## config.mk

```make
export PLATFORM = sky130hd
export DESIGN_NAME = branch_hazard_unit
export DESIGN_NICKNAME = d
export VERILOG_FILES = /design/src/rtl/branch_hazard_unit.sv
export SDC_FILE = /design/constraint.sdc
export NUM_CORES = 1
export LEC_CHECK = 0
export BUFFER_PORTS_ARGS = -buffer_cell sky130_fd_sc_hd__buf_2
export CORE_ASPECT_RATIO = 1.25
export CORE_MARGIN = 5
export CORE_UTILIZATION = 33
export CTS_CLUSTER_SIZE = 24
export DETAILED_ROUTE_END_ITERATION = 7
export PLACE_DENSITY = 0.83
export SLEW_MARGIN = 0
export SYNTH_ARGS = -nofsm -noshare
export SYNTH_HDL_FRONTEND = slang
export SYNTH_SLANG_ARGS = --single-unit
```

## constraint.sdc

```tcl
create_clock -name clk -period 4.5 [get_ports clk]
set_clock_uncertainty 0.2 [all_clocks]
set_input_delay 0.45 -clock clk [delete_from_list [all_inputs] [get_ports clk]]
set_output_delay 0.45 -clock clk [all_outputs]
set_load 0.02 [all_outputs]
```

## src/rtl/branch_hazard_unit.sv

```systemverilog
// ---------------------------------------------------------------------------
// branch_hazard_unit
//
// Decode-stage branch resolution and hazard detection for the 5-stage MIPS
// pipeline. Branches resolve in ID by comparing the two register-file read
// operands. The unit raises the stall that freezes PC and IF/ID and inserts a
// bubble into ID/EX. It also produces the taken/flush pulse that redirects
// fetch.
//
// Ports:
//   clk          in   1   rising-edge clock
//   rst_n        in   1   asynchronous active-low reset
//   src1         in   5   rs index of the instruction in ID
//   src2         in   5   rt/rd index read by the instruction in ID
//   exe_dest     in   5   destination register of the instruction in EX
//   exe_wb_en    in   1   EX instruction writes a register
//   exe_mem_r_en in   1   EX instruction is a load
//   is_br        in   1   ID instruction is a conditional branch
//   br_type      in   2   00 BEQ, 01 BNE, 10 BLTZ, 11 BGTZ
//   reg1         in  32   register-file value of src1
//   reg2         in  32   register-file value of src2
//   cond_true    out  1   branch condition holds
//   hz_out       out  1   stall PC/IF-ID and zero ID/EX control
//   hz_out_2     out  1   second-cycle stall for a load-to-branch dependency
//   br_taken     out  1   branch taken this cycle
//   if_flush     out  1   flush IF/ID (same as br_taken)
// ---------------------------------------------------------------------------
module branch_hazard_unit (
    input  logic        clk,
    input  logic        rst_n,
    input  logic [4:0]  src1,
    input  logic [4:0]  src2,
    input  logic [4:0]  exe_dest,
    input  logic        exe_wb_en,
    input  logic        exe_mem_r_en,
    input  logic        is_br,
    input  logic [1:0]  br_type,
    input  logic [31:0] reg1,
    input  logic [31:0] reg2,
    output logic        cond_true,
    output logic        hz_out,
    output logic        hz_out_2,
    output logic        br_taken,
    output logic        if_flush
);

    logic match_s;
    logic load_hz_s;
    logic br_alu_hz_s;
    logic cond_s;
    logic hz_s;
    logic pend_r;

    // Hazard classification: a load in EX always wins over the ALU case, and
    // register 0 is hard-wired so it can never produce a dependency.
    always_comb begin
        match_s     = 1'b0;
        load_hz_s   = 1'b0;
        br_alu_hz_s = 1'b0;
        if (exe_dest != 5'd0) begin
            match_s = (exe_dest == src1) || (exe_dest == src2);
        end else begin
            match_s = 1'b0;
        end
        load_hz_s   = exe_mem_r_en & match_s;
        br_alu_hz_s = is_br & exe_wb_en & ~exe_mem_r_en & match_s;
    end

    // Signed branch condition; BLTZ/BGTZ only look at reg1.
    always_comb begin
        cond_s = 1'b0;
        case (br_type)
            2'b00:   cond_s = (reg1 == reg2);
            2'b01:   cond_s = (reg1 != reg2);
            2'b10:   cond_s = reg1[31];
            2'b11:   cond_s = ~reg1[31] & (reg1 != 32'd0);
            default: cond_s = 1'b0;
        endcase
    end

    // Second bubble for load-to-branch: next cycle the load sits in MEM and
    // EX holds the bubble, so the pending bit covers that cycle. It is a
    // one-cycle pulse that only reloads when a new load-branch pair appears.
    always_ff @(posedge clk or negedge rst_n) begin
        if (!rst_n) begin
            pend_r <= 1'b0;
        end else begin
            pend_r <= load_hz_s & is_br;
        end
    end

    // Stall and redirect decisions; no branch is taken while stalled.
    always_comb begin
        hz_s = 1'b0;
        hz_s = load_hz_s | br_alu_hz_s | pend_r;
    end

    assign cond_true = cond_s;
    assign hz_out    = hz_s;
    assign hz_out_2  = pend_r;
    assign br_taken  = is_br & cond_s & ~hz_s;
    assign if_flush  = is_br & cond_s & ~hz_s;

endmodule

```

==> results by group, run 1 <==
Outcome
  • Status: finished clean

Synth
  • Synth Area in Compound Gates: 7.836%
  • Seq cells post-synth: 1
  • Unique masters post-synth: 21
  • Register area share after synthesis: 3.731%
  • Yosys Warn Count: 0
  • Syn_area_per_cell: 7.798 µm²
  • Synth Area in Adders: 0%
  • Syn Nets: 172
  • Mux share of post-synthesis cell area: 0%
  • Synthesized area: 670.6 µm²
  • Post-Synthesis Cells: 86
  • Number of synthesized flops with an enable pin: 0
  • Main combinational cell family by area after synthesis: XOR/XNOR gates
  • Post-synth ARST share: 100.0%
  • Post-Synth Simple-Gate Area: 30.22%
  • Xor/xnor share of the synthesized area: 55.97%
  • Main synth FF type: dfrtp_1

GRT
  • Initial antenna violation count: 0
  • First-pass GRT wire length: 4347 µm
  • Grt total ovfl: 0
  • Vias in the first global route: 1089
  • Total GRT Usage: 17.34%
  • Largest net degree at the start of global routing: 5

Power
  • Sw Share: 44.45%
  • Total power: 0.1076 mW
  • Net switching power: 0.04782 mW
  • Leakage: 0.6004 nW
  • PwrDens: 94.49 nW/µm²
  • Internal: 0.05977 mW
  • Clock share of power: 0%
  • Seq pwr share: 8.7%
  • Comb pwr share: 91.3%
  • Max VDD drop: 73.94 µV

Layout
  • Antenna fix cells: 0
  • Non-filler cells in the finished layout: 195
  • Layout cells sized above 1: 53.71%
  • Area Overhead vs Synth: 69.78%
  • Most frequent cells in the layout: buf_2 (90), xor2_1 (39), nor4_1 (16)
  • Max FFs per register: 1
  • Leading cell type in the layout, fill and taps excluded: buf_2
  • Fin util: 58.11%
  • Final instance area: 1139 µm²
  • NumNets Final: 263
  • Filler cells: 185

STA
  • Fmax: 0.3787 GHz
  • RSZ-0062 raised after global routing: no
  • Max-slew violation count: 0
  • Worst slew margin: 74.48%
  • Final hold viol count: 0
  • Worst slew pin tran: 0.3780 ns
  • Period minus WS final: 2.640 ns
  • Final worst setup slack: 1.860 ns
  • Total Neg Setup Slack: 0 ns
  • Final Cycle Share: 58.68%
  • # setup viols final: 0
  • WHS: 0.02598 ns

Drt
  • DR WL/cell: 14.23 µm
  • Vias/cell: 5.097
  • DRC: 0
  • DR vias: 994
  • Initial drt markers: 10
  • Antenna Nets Post-Route: 0
  • DR pass1 iterations: 4
  • Total routed wirelength: 2774 µm

Critical path
  • Worst EP required: 3.85 ns
  • Worst EP arrival: 1.99 ns
  • Crit Path Category: in -> out
  • CP Launch Type: input port
  • CP Max Fanout: 2
  • Setup crit end kind: output pin

Placed design
  • GPL Wtd Cong: 0.8578
  • Port bufs: 90
  • Dpl hpwl: 2609 µm
  • Placed cell count: 195
  • Pre-CTS WS: 1.858 ns
  • DP Area: 1139 µm²

Floorplan
  • Die span in y: 60.40 µm
  • Top-level port count: 91
  • Std-Cell Rows: 18
  • Core area: 1959 µm²
  • Starting density of the core: 34.23%
  • Die area: 3039 µm²
  • Die Wd: 50.32 µm

CTS
  • CTS Hold Bufs: 0
  • Post-CTS Setup Repair Bufs: 0
  • CTS resizes: 0
  • Clk slew on worst S/H paths: 0 ns

Min path
  • Worst hold path class: in -> async

Flow run
  • Max-cap violation count: 0
## routing by layer
metal / global-route usage (%) / wire length (µm) / share of wire [%] / vias to the layer above
li1: - / - / - / 497
met1: 17.06 / 905 / 33 / 423
met2: 36.09 / 1417 / 51 / 70
met3: 5.160 / 418 / 15 / 4
met4: 1.825 / 33 / 1.2 / 0
met5: 0 / 0 / 0 / -
## cell families (layout without fill, tap and decap cells)
| family | after synthesis | count (layout) |
|---|---|---|
| xor+xnor | 42 | 42 |
| simple gates | 33 | 33 |
| compound gates | 7 | 7 |
| buf+inv | 3 | 92 |
| flops | 1 | 1 |
## worst max-delay path: stages
cell	delay, ns
buf_2	0.10
xor2_1	0.16
nor4_1	0.33
nand4_1	0.18
o21a_1	0.23
nor4_1	0.31
buf_2	0.23
## final timing paths
| kind | start | end | slack, ns |
|---|---|---|---|
| setup / recovery | reg2[4] | br_taken | 1.86 |
| hold / removal | rst_n | hz_out_2 | 0.03 |
| max in group asynchronous | rst_n | hz_out_2 | 3.99 |
| min in group clk | is_br | hz_out_2 | 0.50 |
## power groups by stage
stage               Combinational (mW)  Sequential [mW]  Clock, mW
finish                          0.0982          0.00939          0
global route                     0.109          0.00942          0
CTS                             0.0990          0.00939          0
detailed placement              0.0985          0.00939          0
global placement                0.0953          0.00939          0
floorplan                       0.0409          0.00961          0
## synthesized netlist by cell type (all sizes together) (2+ instances only)
master  instances  share of area, %
nor2            4               2.6
nor3            4               3.0
inv             2               1.1
xnor2           2               2.6
nor4           18                19
xor2           40                53
nand4           4               3.7
nand2           2               1.1
## cell type report
| class | count | area [µm²] | share of cell area, % |
|---|---|---|---|
| well taps | 20 | 25.02 | 2.198 |
| inverters | 2 | 7.507 | 0.6593 |
| flip-flops and latches | 1 | 25.02 | 2.198 |
| repair buffers | 90 | 450.4 | 39.56 |
| multi-input cells | 82 | 630.6 | 55.38 |
(Power assumes the default switching activity.)
==> run 2: changes to the inputs <==
--- a/config.mk
+++ b/config.mk
@@ -8,10 +8,10 @@
 export BUFFER_PORTS_ARGS = -buffer_cell sky130_fd_sc_hd__buf_2
 export CORE_ASPECT_RATIO = 1.25
 export CORE_MARGIN = 5
-export CORE_UTILIZATION = 33
+export CORE_UTILIZATION = 31
 export CTS_CLUSTER_SIZE = 24
 export DETAILED_ROUTE_END_ITERATION = 7
-export PLACE_DENSITY = 0.83
+export PLACE_DENSITY = 0.79
 export SLEW_MARGIN = 0
 export SYNTH_ARGS = -nofsm -noshare
 export SYNTH_HDL_FRONTEND = slang
==> constraint.sdc (replaced) <==
create_clock -name clk -period 2.5 [get_ports clk]
set_clock_uncertainty 0.2 [all_clocks]
set_input_delay 0.25 -clock clk [delete_from_list [all_inputs] [get_ports clk]]
set_output_delay 0.25 -clock clk [all_outputs]
set_load 0.02 [all_outputs]
==> run 2 against run 1 <==
Against the previous run:
- utilization decreased by 1.4 points
- global-route usage shrank 1.3 points
- critical path type unchanged
- via count grew 1.7%
- final cell count rose by 0.51%
- total power rose by 82%
==> results by group, run 2 (synthesis gave the netlist of run 1 again) <==
STA
  • RSZ-0062 raised after global routing: no
  • Final hold viol count: 0 (unchanged)
  • # setup viols final: 0 (unchanged)
  • Period minus WS final: 2.311 ns
  • Fmax: 0.4327 GHz
  • Worst slew margin: 75.27% (+0.79 points)
  • Final Cycle Share: 92.44%
  • Worst slew pin tran: 0.3675 ns (-0.01050 ns)
  • Total Neg Setup Slack: 0 ns (unchanged)
  • Max-slew violation count: 0 (unchanged)

Floorplan
  • Core area: 2027 µm² (+3.4%)
  • Die area: 3199 µm² (+5.3%)
  • Top-level port count: 91 (unchanged)
  • Std-Cell Rows: 18 (unchanged)
  • Die span in y: 62 µm (+2.6%)
  • Starting density of the core: 33.09% (-1.1 points)
  • Die Wd: 51.60 µm (+2.5%)

Layout
  • Leading cell type in the layout, fill and taps excluded: buf_2
  • Filler cells: 197 (+6.5%)
  • Area Overhead vs Synth: 71.27%
  • NumNets Final: 264 (+0.38%)
  • Sequential cell area: 25.02 µm² (unchanged)
  • Max FFs per register: 1 (unchanged)
  • Layout cells sized above 1: 53.41% (-0.31 points)
  • Most frequent cells in the layout: buf_2 (90), xor2_1 (39), nor4_1 (16)
  • Antenna fix cells: 0 (unchanged)
  • Multi-input logic area: 630.6 µm² (unchanged)

Critical path
  • CP Max Fanout: 2 (unchanged)
  • Crit Path Category: in -> out
  • Worst EP arrival: 1.86 ns (-0.13 ns)
  • Worst EP required: 2.05 ns (-1.80 ns)
  • Setup crit end kind: output pin
  • CP Launch Type: input port

Drt
  • Vias/cell: 5.158 (+1.2%)
  • DR vias: 1011 (+1.7%)
  • Total routed wirelength: 2855 µm (+2.9%)
  • Antenna Nets Post-Route: 0 (unchanged)
  • DRC: 0 (unchanged)
  • DR pass1 iterations: 4 (unchanged)
  • DR WL/cell: 14.57 µm (+2.4%)
  • Initial drt markers: 9 (-1)

Power
  • Total power: 0.1955 mW (+82%)
  • PwrDens: 170.2 nW/µm² (+80%)
  • Leakage: 0.6045 nW (+0.70%)
  • Max VDD drop: 126.6 µV (+71%)

CTS
  • Post-CTS Setup Repair Bufs: 0 (unchanged)
  • Clk slew on worst S/H paths: 0 ns (unchanged)
  • CTS Hold Bufs: 1 (+1)
  • CTS resizes: 0 (unchanged)

Placed design
  • Port bufs: 90 (unchanged)
  • Dpl hpwl: 2673 µm (+2.4%)
  • GPL Wtd Cong: 0.7524 (-12%)

GRT
  • Total GRT Usage: 16.04% (-1.3 points)
  • Initial antenna violation count: 0 (unchanged)
  • Largest net degree at the start of global routing: 5 (unchanged)
  • Grt total ovfl: 0 (unchanged)
  • First-pass GRT wire length: 3974 µm (-8.6%)
  • Vias in the first global route: 1024 (-6.0%)

Min path
  • Worst hold path class: in -> reg

Flow run
  • Max-cap violation count: 0 (unchanged)

Outcome
  • Status: finished clean
-- run 2: cell type report --
type                    instances  area share [%]
multi-input cells              82           54.90
well taps                      20           2.179
inverters                       2          0.6536
flip-flops and latches          1           2.179
repair buffers                 91           40.09
-- run 2: metal layers --
layer  track usage, %  part of all wire (%)
met1            15.02                    33
met2            34.36                    51
met3            5.489                    16
met4            1.124                  0.49
met5                0                     0
-- run 2: power breakdown --
group          switching (mW)  internal (mW)  total (mW)  leakage (nW)
clock                       0              0           0             0
sequential           0.000124         0.0168      0.0169        0.0139
combinational          0.0868         0.0918       0.179         0.591
-- run 2: path summary, 6_finish.rpt --
kind,slack (ns),start,depth (start not counted),to
max,0.19,reg2[21],7,if_flush
min,0.30,is_br,3,hz_out_2
max in group asynchronous,1.65,rst_n,2,hz_out_2
min in group asynchronous,0.36,rst_n,2,hz_out_2
-- run 2: critical path, stage by stage --
cell and delay, ns:
buf_2 0.11, xor2_1 0.15, nor4_1 0.34, nand4_1 0.18, o21a_1 0.23, nor4_1 0.37
buf_2 0.24
-- run 2: through the flow --
stage	cells	area [µm²]	util (%)	hold slack [ns]	setup slack, ns
5_1_grt	196	1149	56.67	0.3111	0.03938
3_5_place_dp	195	1139	56.17	-0.1734	0.1585
6_report	196	1149	56.67	0.2993	0.1890
2_1_floorplan	86	670.6	-	-0.2456	0.005268
4_1_cts	196	1149	56.67	0.2985	0.1477
3_3_place_gp	195	1139	56.17	-0.1747	0.1803
